===== src/rtl/mem_arbiter_pkg.sv =====
// Shared definitions for the memory arbiter and the CPU datapath:
// state and owner encodings plus the default memory geometry.
package mem_arbiter_pkg;

  localparam int unsigned MEM_AW = 8;
  localparam int unsigned MEM_DW = 16;

  typedef enum logic [1:0] {
    ST_IDLE       = 2'd0,
    ST_CPU        = 2'd1,
    ST_DMA        = 2'd2,
    ST_DMA_LOCKED = 2'd3
  } arb_state_e;

  typedef enum logic {
    OWN_CPU = 1'b0,
    OWN_DMA = 1'b1
  } arb_owner_e;

endpackage


===== src/rtl/mem_arbiter.sv =====
// Two-master arbiter for the shared synchronous instruction/data memory.
// The CPU datapath and a DMA/program-loader master share one access per
// cycle. DMA may lock the port for bursts of up to MAX_BURST beats, after
// which the CPU is guaranteed a beat if it is waiting.
// Optional feature: define MEM_ARB_RR_EN for round-robin between the two
// masters on contention; otherwise the CPU has fixed priority over DMA.
module mem_arbiter
  import mem_arbiter_pkg::*;
#(
  parameter int unsigned AW        = MEM_AW,
  parameter int unsigned DW        = MEM_DW,
  parameter int unsigned MAX_BURST = 4
) (
  input  logic          clk,
  input  logic          reset,
  input  logic          cpu_req,
  input  logic          cpu_we,
  input  logic [AW-1:0] cpu_addr,
  input  logic [DW-1:0] cpu_wdata,
  output logic          cpu_gnt,
  output logic          cpu_rvalid,
  output logic          cpu_stall,
  input  logic          dma_req,
  input  logic          dma_we,
  input  logic          dma_lock,
  input  logic [AW-1:0] dma_addr,
  input  logic [DW-1:0] dma_wdata,
  output logic          dma_gnt,
  output logic          dma_rvalid,
  output logic [DW-1:0] rd_data,
  output logic          mem_en,
  output logic          mem_we,
  output logic [AW-1:0] mem_addr,
  output logic [DW-1:0] mem_wdata,
  input  logic [DW-1:0] mem_rdata
);

  localparam int unsigned    BCW       = $clog2(MAX_BURST + 1);
  localparam logic [BCW-1:0] BURST_MAX = BCW'(MAX_BURST);

  arb_state_e     state_q, state_d;
  logic [BCW-1:0] burst_cnt_q, burst_cnt_d;
  logic           cpu_rvalid_q, cpu_rvalid_d;
  logic           dma_rvalid_q, dma_rvalid_d;
  logic           lock_cont;
  logic           forced_rel;
  logic           dma_elig;

`ifdef MEM_ARB_RR_EN
  arb_owner_e     last_owner_q, last_owner_d;
`endif

  // Burst bookkeeping: continuation, forced release and DMA eligibility.
  always_comb begin
    lock_cont  = (state_q == ST_DMA_LOCKED) && dma_req && dma_lock &&
                 (burst_cnt_q < BURST_MAX);
    forced_rel = (state_q == ST_DMA_LOCKED) && (burst_cnt_q == BURST_MAX);
    // After a full-length burst the waiting CPU gets the next beat.
    dma_elig   = dma_req && !(forced_rel && cpu_req);
  end

  // Grant selection and next-state computation.
  always_comb begin
    cpu_gnt      = 1'b0;
    dma_gnt      = 1'b0;
    state_d      = ST_IDLE;
    burst_cnt_d  = '0;
`ifdef MEM_ARB_RR_EN
    last_owner_d = last_owner_q;
`endif

    if (lock_cont) begin
      dma_gnt = 1'b1;
    end else if (cpu_req && dma_elig) begin
`ifdef MEM_ARB_RR_EN
      if (last_owner_q == OWN_CPU) dma_gnt = 1'b1;
      else                         cpu_gnt = 1'b1;
`else
      cpu_gnt = 1'b1;
`endif
    end else if (cpu_req) begin
      cpu_gnt = 1'b1;
    end else if (dma_elig) begin
      dma_gnt = 1'b1;
    end

    if (cpu_gnt) begin
      state_d = ST_CPU;
    end else if (dma_gnt) begin
      state_d = dma_lock ? ST_DMA_LOCKED : ST_DMA;
    end

    // A locked grant either extends the running burst or starts a new one.
    if (dma_gnt && dma_lock) begin
      burst_cnt_d = lock_cont ? burst_cnt_q + BCW'(1) : BCW'(1);
    end

`ifdef MEM_ARB_RR_EN
    if (cpu_gnt)      last_owner_d = OWN_CPU;
    else if (dma_gnt) last_owner_d = OWN_DMA;
`endif

    cpu_rvalid_d = cpu_gnt && !cpu_we;
    dma_rvalid_d = dma_gnt && !dma_we;
  end

  // Memory port mux and CPU stall.
  always_comb begin
    mem_en    = cpu_gnt | dma_gnt;
    mem_we    = 1'b0;
    mem_addr  = '0;
    mem_wdata = '0;
    if (cpu_gnt) begin
      mem_we    = cpu_we;
      mem_addr  = cpu_addr;
      mem_wdata = cpu_wdata;
    end else if (dma_gnt) begin
      mem_we    = dma_we;
      mem_addr  = dma_addr;
      mem_wdata = dma_wdata;
    end
    cpu_stall  = cpu_req & ~cpu_gnt;
    cpu_rvalid = cpu_rvalid_q;
    dma_rvalid = dma_rvalid_q;
    rd_data    = mem_rdata;
  end

  // State, burst counter and read-valid registers.
  always_ff @(posedge clk or posedge reset) begin
    if (reset) begin
      state_q      <= ST_IDLE;
      burst_cnt_q  <= '0;
      cpu_rvalid_q <= 1'b0;
      dma_rvalid_q <= 1'b0;
    end else begin
      state_q      <= state_d;
      burst_cnt_q  <= burst_cnt_d;
      cpu_rvalid_q <= cpu_rvalid_d;
      dma_rvalid_q <= dma_rvalid_d;
    end
  end

`ifdef MEM_ARB_RR_EN
  // Last served master; survives idle cycles so round-robin stays fair.
  always_ff @(posedge clk or posedge reset) begin
    if (reset) last_owner_q <= OWN_DMA;
    else       last_owner_q <= last_owner_d;
  end
`endif

endmodule


===== config.mk =====
export PLATFORM = sky130hd
export DESIGN_NAME = mem_arbiter
export DESIGN_NICKNAME = d
export VERILOG_FILES = /design/src/rtl/mem_arbiter_pkg.sv /design/src/rtl/mem_arbiter.sv
export SDC_FILE = /design/constraint.sdc
export NUM_CORES = 1
export LEC_CHECK = 0
export CORE_MARGIN = 2
export CORE_UTILIZATION = 22
export CTS_BUF_LIST = sky130_fd_sc_hd__clkbuf_4
export DETAILED_ROUTE_END_ITERATION = 6
export PLACE_DENSITY = 0.89
export SKIP_LAST_GASP = 1
export SYNTH_ARGS = -nofsm -noshare
export SYNTH_HDL_FRONTEND = slang
export SYNTH_SLANG_ARGS = --single-unit

===== constraint.sdc =====
create_clock -name clk -period 2.1 [get_ports clk]
set_clock_uncertainty 0.1 [all_clocks]
set_input_delay 0.21 -clock clk [delete_from_list [all_inputs] [get_ports clk]]
set_output_delay 0.21 -clock clk [all_outputs]
set_load 0.02 [all_outputs]

==> results by group, run 1 <==
Setup path
  – Crit path largest cell delay: 0.41 ns
  – CP delay by family, top: buffers and inverters
  – Worst Path Max Fanout: 10
  – Startpoint Class: primary input
  – Cells along the critical path: clkdlybuf4s50_1, and4b_2, o21a_4, clkbuf_16, a22o_1, clkdlybuf4s15_2
  – Data required time at the worst endpoint: 1.79 ns
  – Worst Path Buf+Inv: 3
  – Crit. End Element: output pin
  – CP max stage cell: clkdlybuf4s50_1
  – Crit path arrival time: 1.75 ns
  – CP Class: primary input to output pin

Timing
  – Sum of negative setup slack: 0 ns
  – Minimum clock period: 2.06 ns
  – Final Hold Vio Count: 0
  – Final setup vio count: 0
  – RSZ-0062 raised after global routing: false
  – Crit share post-route: 98.3%
  – Max frequency: 484 MHz
  – Slew headroom: 83.2%
  – Worst hold slack: 0.0912 ns
  – Slew Limit Fails: 0
  – Final worst slack: 0.0360 ns
  – Tightest Pin Transition: 0.251 ns

Yosys
  – Share of synthesized registers carrying an async set or reset: 100%
  – Synth cell count leaders: a22o_1, buf_4, dfrtp_1, inv_1
  – Mapped Area: 728 um2
  – Top post-synthesis cells by area: a22o_1, dfrtp_1, buf_4
  – Number of synthesized flops with an enable pin: 0
  – Post-synthesis cell type count: 19
  – Yosys Warn Count: 0
  – Mapped Avg Cell Area: 9.71 um2
  – Syn Nets: 148
  – Synth top area share: 26.5%
  – Cell taking the most area after synthesis: a22o_1
  – FF+latch count, synth: 7
  – Post-Syn Instances: 75
  – Most numerous cell in the Yosys netlist: a22o_1
  – Sequential area share after synthesis: 24.1%
  – Synth Flop Type: dfrtp_1

Detailed routing
  – DRT antenna net count: 0
  – Detailed Route Iter0 Violations: 23
  – Via/cell ratio: 4.35
  – Final wirelength: 2.72 mm
  – First-pass iteration count of the detailed router: 4
  – Residual DRC: 0
  – WL per Instance: 13.9 um
  – DR vias: 853

Floorplan
  – Die area: 0.00379 mm2
  – Die H: 61.5 um
  – Core box area: 0.00310 mm2
  – Io pins: 118
  – Die width: 61.5 um
  – Rows: 20
  – Starting Density: 23.5%

Pwr
  – Leak pwr: 0.707 nW
  – Pwr Total: 0.612 mW
  – Seq pwr share: 23.1%
  – NetSw: 0.185 mW
  – Pwr Density: 382 mW/mm2
  – Comb pwr share: 55.2%
  – Int Pwr: 0.427 mW
  – Clock Power Share: 21.7%
  – Maximum vdd drop: 152 uV
  – Sw Ratio: 30.3%

Global route
  – Grt total ovfl: 0
  – Initial antenna violation count: 0
  – Gr usage total: 13.7%
  – Largest net degree at the start of global routing: 22
  – Number of global-route vias before repair: 859
  – Global-route wire length before repair: 3.85 mm

Placed design
  – Final Wtd Congestion: 0.630
  – HPWL Detailed: 2.31 mm
  – Placed insts: 190
  – Post-DP Area: 0.00154 mm2
  – PortBufs: 85
  – Setup Slack @ Placement: -0.394 ns

Run status
  – Outcome: completed

Cells and area
  – Final net count: 226
  – Non-filler cells, final: 196
  – Post-route cell area: 0.00160 mm2
  – Finished Core Util: 51.7%
  – # diodes: 0
  – Area growth from synthesis to layout: 120%
  – Layout cells sized above 1: 31.6%

Clock network
  – CTS sink cnt: 7
  – CTS buffer count: 3
  – Clk buf depth: 2
  – Hold_buf cts: 0
  – Clk_lat worst skew: 0.24 ns
  – Clock transition at path regs: 0.05 ns
  – Clk root buf: clkbuf_4
  – CTS tree: built
  – H-tree level count: 1

Worst hold path
  – Hold Crit Class: primary input to asynchronous set/reset pin

Job
  – Max-cap violation count: 0
[layout make-up]
| class | count | area (um2) |
|---|---|---|
| well taps | 44 | 55.1 |
| inverters | 4 | 15.0 |
| fillers | 299 | 1500 |
| flip-flops and latches | 7 | 175 |
| multi-input cells | 41 | 355 |
| clock buffers | 4 | 30.0 |
| repair buffers | 96 | 972 |
[path summary, 6_finish.rpt]
check	startpoint	slack [ns]	cells past startpoint	to
worst min-delay path	reset	0.09	2	burst_cnt_q[2]
min in group clk	mem_rdata[9]	0.32	0	rd_data[9]
worst min register to register	burst_cnt_q[1]	0.55	2	burst_cnt_q[2]
worst max register to register	state_q[1]	0.57	5	burst_cnt_q[0]
worst max-delay path	dma_lock	0.04	6	mem_wdata[9]
max in group asynchronous	reset	1.61	2	dma_rvalid
[cells in the final DEF, fill, tap and decap left out]
cell type	netlist	routed
clkbuf_4	0	4
o21a_4	0	1
dfrtp_1	7	7
clkbuf_16	0	1
a22o_2	3	3
buf_4	18	8
a22o_1	22	22
ha_1	2	2
o211a_1	1	1
a21oi_4	1	1
buf_2	0	4
clkdlybuf4s50_1	0	57
nor2b_1	2	2
buf_12	0	2
nand2_1	3	3
o21a_1	2	1
and3_1	1	1
clkbuf_2	0	1
dlygate4sd2_1	0	3
clkdlybuf4s15_2	0	20
nor2_1	1	1
and3_2	1	1
and4b_2	0	1
or2_2	1	1
inv_1	4	4
[per-layer routing]
layer / up-vias / part of all wire, % / track usage, %
met5: - / 0 / 0
met4: 0 / 0.29 / 4.56
met1: 384 / 35 / 14.7
met3: 2 / 8.4 / 3.78
li1: 411 / - / -
met2: 56 / 56 / 25.4
[power by group through the flow]
stage	clock network (mW)	registers, mW	logic [mW]
after global placement	0	0.144	0.345
after global routing	0.141	0.142	0.360
after detailed placement	0	0.144	0.350
after floorplan	0	0.146	0.185
final	0.133	0.142	0.338
after CTS	0.136	0.142	0.337
[flip-flops by register name, indices dropped and copies added (netlist names)]
register,flops
burst_cnt_q,3
cpu_rvalid,1
state_q,2
dma_rvalid,1
[cells by family (layout without fill, tap and decap cells)]
kind of cell / Yosys count / count (layout) / synth area share, %
buffers and inverters: 27 / 104 / 28.3
AOI/OAI and AO/OA: 29 / 29 / 36.3
DFF: 7 / 7 / 24.1
adders and majority gates: 2 / 2 / 3.44
and+or+nand+nor: 10 / 10 / 7.90
[repair_timing]
item | CTS | global route
cloned | 0 | 1
setup endpoints to repair | 28 | 25
resized for setup | 77 | 8
pin swaps | 0 | 2
setup buffers | 0 | 1
Note: power is estimated with default switching activity, not from simulation.
==> run 2: changes to the inputs <==
--- a/config.mk
+++ b/config.mk
@@ -8,6 +8,7 @@
 export CORE_MARGIN = 2
 export CORE_UTILIZATION = 22
 export CTS_BUF_LIST = sky130_fd_sc_hd__clkbuf_4
+export CTS_CLUSTER_DIAMETER = 120
 export DETAILED_ROUTE_END_ITERATION = 6
 export PLACE_DENSITY = 0.89
 export SKIP_LAST_GASP = 1
==> results of run 2 <==
No change in the layout: final DEF, timing and power equal those of run 1.
==> run 3: changes to the inputs <==
--- a/config.mk
+++ b/config.mk
@@ -10,6 +10,7 @@
 export CTS_BUF_LIST = sky130_fd_sc_hd__clkbuf_4
 export CTS_CLUSTER_DIAMETER = 120
 export DETAILED_ROUTE_END_ITERATION = 6
+export GPL_TIMING_DRIVEN = 1
 export PLACE_DENSITY = 0.89
 export SKIP_LAST_GASP = 1
 export SYNTH_ARGS = -nofsm -noshare
==> results of run 3 <==
No change in the layout: final DEF, timing and power equal those of run 1.
